===== src/rtl/cpu_pkg.sv =====
// Shared RV32I core constants: reset vector default, instruction size, NOP encoding.
// Pure declarations; no latency or flow control.
package cpu_pkg;
  localparam logic [31:0] RESET_PC_DEF = 32'h0000_0000;
  localparam logic [31:0] INST_BYTES   = 32'd4;
  localparam logic [31:0] NOP_INST     = 32'h0000_0013;
endpackage


===== src/rtl/fetch_skid.sv =====
// One-entry pc/inst holding buffer; load captures on the edge, contents visible next cycle.
// No backpressure of its own: the owner only loads it while empty; clear wins over load and unload.
module fetch_skid (
  input  logic        CLK,
  input  logic        RST,
  input  logic        load_i,
  input  logic        unload_i,
  input  logic        clear_i,
  input  logic [31:0] pc_i,
  input  logic [31:0] inst_i,
  output logic        vld_o,
  output logic [31:0] pc_o,
  output logic [31:0] inst_o
);
  logic        vld_q;
  logic [31:0] pc_q, inst_q;

  always_ff @(posedge CLK or negedge RST) begin
    if (!RST) begin
      vld_q  <= 1'b0;
      pc_q   <= '0;
      inst_q <= '0;
    end else if (clear_i) begin
      vld_q  <= 1'b0;
      pc_q   <= '0;
      inst_q <= '0;
    end else if (load_i) begin
      vld_q  <= 1'b1;
      pc_q   <= pc_i;
      inst_q <= inst_i;
    end else if (unload_i) begin
      vld_q  <= 1'b0;
    end
  end

  assign vld_o  = vld_q;
  assign pc_o   = pc_q;
  assign inst_o = inst_q;
endmodule


===== src/rtl/fetch.sv =====
// RV32I fetch: one outstanding imem read; RVALID at t presents I_* at t+1, 2 cycles/inst at best.
// STALL holds I_*; a response landing during a stall parks in the skid buffer and requests pause.
module fetch
  import cpu_pkg::*;
#(
  parameter logic [31:0] RESET_PC = RESET_PC_DEF
) (
  input  logic        CLK,
  input  logic        RST,
  input  logic        STALL,
  input  logic        FLUSH,
  input  logic [31:0] NEW_PC,
  output logic        MEM_REQ,
  output logic [31:0] MEM_ADDR,
  input  logic        MEM_GNT,
  input  logic        MEM_RVALID,
  input  logic [31:0] MEM_RDATA,
  output logic [31:0] I_PC,
  output logic [31:0] I_INST,
  output logic        I_VALID
);
  typedef enum logic [1:0] {S_IDLE, S_REQ, S_WAIT, S_FULL} state_t;

  state_t      state_q;
  logic [31:0] fetch_pc_q, req_pc_q, i_pc_q, i_inst_q;
  logic        i_valid_q, drop_q;
  logic        slot_free, rsp_keep, sk_load, sk_unload, sk_vld;
  logic [31:0] sk_pc, sk_inst, next_pc_d;

  assign slot_free = !i_valid_q || !STALL;
  assign rsp_keep  = (state_q == S_WAIT) && MEM_RVALID && !drop_q && !FLUSH;
  assign sk_load   = rsp_keep && !slot_free;
  assign sk_unload = (state_q == S_FULL) && !STALL && !FLUSH;
  assign next_pc_d = req_pc_q + INST_BYTES;

  fetch_skid u_skid (
    .CLK      (CLK),
    .RST      (RST),
    .load_i   (sk_load),
    .unload_i (sk_unload),
    .clear_i  (FLUSH),
    .pc_i     (req_pc_q),
    .inst_i   (MEM_RDATA),
    .vld_o    (sk_vld),
    .pc_o     (sk_pc),
    .inst_o   (sk_inst)
  );

  always_ff @(posedge CLK or negedge RST) begin
    if (!RST) begin
      state_q    <= S_IDLE;
      fetch_pc_q <= RESET_PC;
      req_pc_q   <= RESET_PC;
      drop_q     <= 1'b0;
      i_pc_q     <= '0;
      i_inst_q   <= '0;
      i_valid_q  <= 1'b0;
    end else if (FLUSH) begin
      i_valid_q  <= 1'b0;
      fetch_pc_q <= NEW_PC;
      // Anything still in flight after this edge belongs to the old path.
      case (state_q)
        S_REQ: if (MEM_GNT) begin
          req_pc_q <= fetch_pc_q;
          drop_q   <= 1'b1;
          state_q  <= S_WAIT;
        end
        S_WAIT: if (MEM_RVALID) begin
          drop_q  <= 1'b0;
          state_q <= S_REQ;
        end else begin
          drop_q  <= 1'b1;
        end
        default: state_q <= S_REQ;
      endcase
    end else begin
      if (i_valid_q && !STALL) i_valid_q <= 1'b0;
      case (state_q)
        S_IDLE: state_q <= S_REQ;
        S_REQ: if (MEM_GNT) begin
          req_pc_q <= fetch_pc_q;
          state_q  <= S_WAIT;
        end
        S_WAIT: if (MEM_RVALID) begin
          if (drop_q) begin
            drop_q  <= 1'b0;
            state_q <= S_REQ;
          end else begin
            fetch_pc_q <= next_pc_d;
            if (slot_free) begin
              i_pc_q    <= req_pc_q;
              i_inst_q  <= MEM_RDATA;
              i_valid_q <= 1'b1;
              state_q   <= S_REQ;
            end else begin
              state_q   <= S_FULL;
            end
          end
        end
        S_FULL: if (!STALL && sk_vld) begin
          i_pc_q    <= sk_pc;
          i_inst_q  <= sk_inst;
          i_valid_q <= 1'b1;
          state_q   <= S_REQ;
        end
        default: state_q <= S_IDLE;
      endcase
    end
  end

  assign MEM_REQ  = (state_q == S_REQ);
  assign MEM_ADDR = fetch_pc_q;
  assign I_PC     = i_pc_q;
  assign I_INST   = i_inst_q;
  assign I_VALID  = i_valid_q;
endmodule


===== config.mk =====
export PLATFORM = sky130hd
export DESIGN_NAME = fetch
export DESIGN_NICKNAME = d
export VERILOG_FILES = /design/src/rtl/cpu_pkg.sv /design/src/rtl/fetch_skid.sv /design/src/rtl/fetch.sv
export SDC_FILE = /design/constraint.sdc
export NUM_CORES = 1
export LEC_CHECK = 0
export BUFFER_PORTS_ARGS = -buffer_cell sky130_fd_sc_hd__buf_2
export CAP_MARGIN = 10
export CELL_PAD_IN_SITES_DETAIL_PLACEMENT = 0
export CELL_PAD_IN_SITES_GLOBAL_PLACEMENT = 1
export CORE_UTILIZATION = 43
export DETAILED_ROUTE_END_ITERATION = 7
export GPL_ROUTABILITY_DRIVEN = 0
export MAX_ROUTING_LAYER = met4
export PLACE_DENSITY_LB_ADDON = 0.15
export SLEW_MARGIN = 20
export SYNTH_ARGS = -nofsm -noshare
export SYNTH_HDL_FRONTEND = slang
export SYNTH_SLANG_ARGS = --single-unit

===== constraint.sdc =====
create_clock -name CLK -period 2.7 [get_ports CLK]
set_clock_uncertainty 0.15 [all_clocks]
set_input_delay 0.54 -clock CLK [delete_from_list [all_inputs] [get_ports CLK]]
set_output_delay 0.54 -clock CLK [all_outputs]
set_load 0.02 [all_outputs]

==> metrics.csv <==
stage;metric;value;unit
power;p_per_area;954;nW/um^2
hold_path;worst_hold_path.endpoint;MEM_ADDR[2];
layout;antenna_cells;0;
critical_path;ff2ff_setup_slack;0.35;ns
synthesis;ys_warn_count;0;
drt;dr.pass1.iters;5;
timing;slew_headroom;53.3;%
placement;port_buffers;167;
timing;finalCritPeriodShare;87.0;%
grt;grt_overflow_total;0;
grt;grt_usage;21.1;%
drt;wire_per_inst;16.0;um
grt;use_met1;31.9;%
layout;fill_cells;1928;
synthesis;synth-edff-count;0;
drt;drt_iter0_drc;383;
grt;grtUsageMet2;29.3;%
critical_path;worstRegToRegCells;7;
critical_path;timing.rr.end;u_skid.inst_o[21];
cts;clk_pin_slew;0.07;ns
cts;cts_num_sinks;197;
cts;ctsHoldBuffers;1;
timing;finalSetupViolCount;0;
critical_path;worst_path_largest_cell_delay;0.44;ns
die;start_util;44.3;%
drt;vias;6676;
power;pwr-share-comb;31.3;%
cts;root_buffer;clkbuf_16;
synthesis;ys_seq_area_share;54.7;%
power;internal_power;6.41;mW
layout;layout_common_cells;nand2_1 (237), dfrtp_1 (197), buf_2 (166);
die;core_area;20400;sq um
critical_path;regToRegStartpoint;state_q[0];
synthesis;postSynthCellCount;896;
layout;fin_nets;1104;
layout;drive_gt1_share;24.6;%
cts;post_cts.repair.setup_buffers;0;
critical_path;criticalPathCategory;flip-flop to flip-flop;
cts;clock_path_buffers;2;
power;power.total;10.2;mW
cts;ctsHtreeMaxLevel;4;
cts;cts_tree;done;
timing;finalSetupTns;0;ns
timing;maxSlewViolCount;0;
power;p_switching;3.79;mW
outcome;status;finished clean;
layout;regArea;4930;sq um
power;swShare;37.2;%
synthesis;synth_nets;970;
synthesis;synthFlopType;dfrtp_1;
die;fp.dieW;147;um
critical_path;cp.arrival;2.49;ns
drt;ant_nets;0;
hold_path;hp-class;input pin to flip-flop;
grt;top_usage_layer;met1;
grt;grt_pass1_vias;6386;
grt;antenna_found_initial;0;
power;p_seq_share;43.9;%
synthesis;netlist_area;9010;sq um
drt;viasPerCell;5.08;
cts;cts_resized;0;
layout;multiInputGateArea;3760;sq um
timing;max_freq;425;MHz
power;leakage;4.95;nW
hold_path;min_path_cells;3;
layout;layout_commonest_cell;nand2_1;
drt;wirelength;21000;um
critical_path;crit_path_cell_trace;inv_1 > ha_1 > nand2_1 > or3_1 > nor2_8 > buf_12 > o21ai_0;
drt;drc;0;
critical_path;cp_slowest_cell;dfrtp_1;
die;io_pins;168;
hold_path;min_from;NEW_PC[2];
job;cap_violations;0;
synthesis;syn_area_per_cell;10.1;sq um
grt;grt_pass1_wl;34800;um
grt;gr-usage-met3;3.63;%
die;die_area;21500;sq um
critical_path;startpoint_type;flip-flop;
critical_path;crit_fanout;50;
cts;clkLatencyLatePin;0.43;ns
critical_path;required;2.84;ns
timing;rsz0062_at_grt;false;
die;rows;52;
synthesis;async_flop_share;100;%
critical_path;endpoint_kind;flip-flop;
timing;worst_pin_slew;0.700;ns
cts;cts_buffers;17;
placement;dp.final_hpwl;13800;um
timing;min_period;2.35;ns
die;fp.dieH;147;um
synthesis;synth.ff_latch_count;197;
layout;syn_to_final_growth;18.6;%
power;clkPwrFrac;24.8;%
grt;grt_max_degree;129;
timing;hold_viol_final;0;
synthesis;synthDistinctLibCells;47;
power;ir_worst_vdd;0.515;mV
## layout make-up
| cell class | instances | share of cell area (%) |
|---|---|---|
| multi-input combinational | 625 | 35.2 |
| timing repair buffer | 182 | 9.80 |
| inverter | 7 | 0.246 |
| clock buffer | 21 | 4.31 |
| clock inverter | 11 | 1.17 |
| tap | 270 | 3.16 |
| sequential | 197 | 46.1 |
## layer usage
metal  vias to the layer above  part of all wire, %
met4                         0                 0.82
met1                      3198                   53
met5                         -                    0
met3                        14                  3.8
li1                       3324                    -
met2                       140                   43
## critical path: cells and delay by family, from the launching register on
| kind | cells | cell delay [ns] |
|---|---|---|
| AO/OA/AOI/OAI | 1 | 0.13 |
| adder cells (fa/ha/maj) | 1 | 0.28 |
| buffers and inverters | 2 | 0.33 |
| flip-flops | 1 | 0.44 |
| AND/OR/NAND/NOR | 3 | 0.84 |
## state kept, by name (all words and copies together) (netlist names)
name           cells
I_INST            32
MEM_ADDR          32
drop_q             1
u_skid.inst_o     32
u_skid.vld_o       1
state_q            2
u_skid.pc_o       32
req_pc_q          32
I_PC              32
I_VALID            1
## metrics by stage
| step | instance area [sq um] | hold slack (ns) | utilization (%) | cells | worst slack (ns) |
|---|---|---|---|---|---|
| floorplan | 9010 | 0.0944 | - | 896 | 0.702 |
| global placement | 10100 | 0.306 | 49.6 | 1280 | 0.371 |
| detailed placement | 10100 | 0.315 | 49.6 | 1280 | 0.363 |
| CTS | 10700 | 0.147 | 52.5 | 1313 | 0.339 |
| global route | 10700 | 0.153 | 52.5 | 1313 | 0.203 |
| finish | 10700 | 0.157 | 52.5 | 1313 | 0.350 |
## power groups by stage
stage	registers [mW]	clock network, mW	logic [mW]
2_1_floorplan	4.81	0	1.74
3_3_place_gp	4.51	0	3.18
3_5_place_dp	4.54	0	3.21
4_1_cts	4.48	2.61	3.22
5_1_grt	4.60	2.73	3.50
6_report	4.48	2.53	3.19
## synth_stat cells, drive strengths merged (4+ instances only)
library cell,n,area [sq um]
o21ai,150,751
ha,4,50.1
inv,7,26.3
o221ai,13,120
nand3,12,65.1
nor2,15,72.6
nand2,237,890
nor3,5,25.0
mux2i,73,731
mux2,32,360
a21oi,12,60.1
nand4,11,90.1
clkbuf,42,168
xnor2,7,61.3
xor2,19,166
dfrtp,197,4930
buf,25,154
and3,8,50.1
## worst max-delay path by stage
stage | cells past startpoint | start | to | slack, ns
6_report | 7 | state_q[0] | u_skid.inst_o[21] | 0.35
5_1_grt | 8 | state_q[0] | u_skid.pc_o[23] | 0.20
4_1_cts | 7 | state_q[0] | MEM_ADDR[14] | 0.34
3_5_place_dp | 7 | state_q[0] | MEM_ADDR[14] | 0.36
3_3_place_gp | 6 | req_pc_q[2] | MEM_ADDR[26] | 0.37
2_1_floorplan | 9 | state_q[0] | u_skid.pc_o[0] | 0.70
## kinds of logic (layout without fill, tap and decap cells)
family | after synthesis | in the layout | share of synthesized area [%]
adders and majority gates | 4 | 4 | 0.555
DFF | 197 | 197 | 54.7
AOI/OAI and AO/OA | 186 | 186 | 11.3
muxes | 105 | 105 | 12.1
buffers and inverters | 74 | 221 | 3.86
xor gates and xnor gates | 26 | 26 | 2.53
and+or+nand+nor | 304 | 304 | 14.9
(Power assumes the default switching activity.)
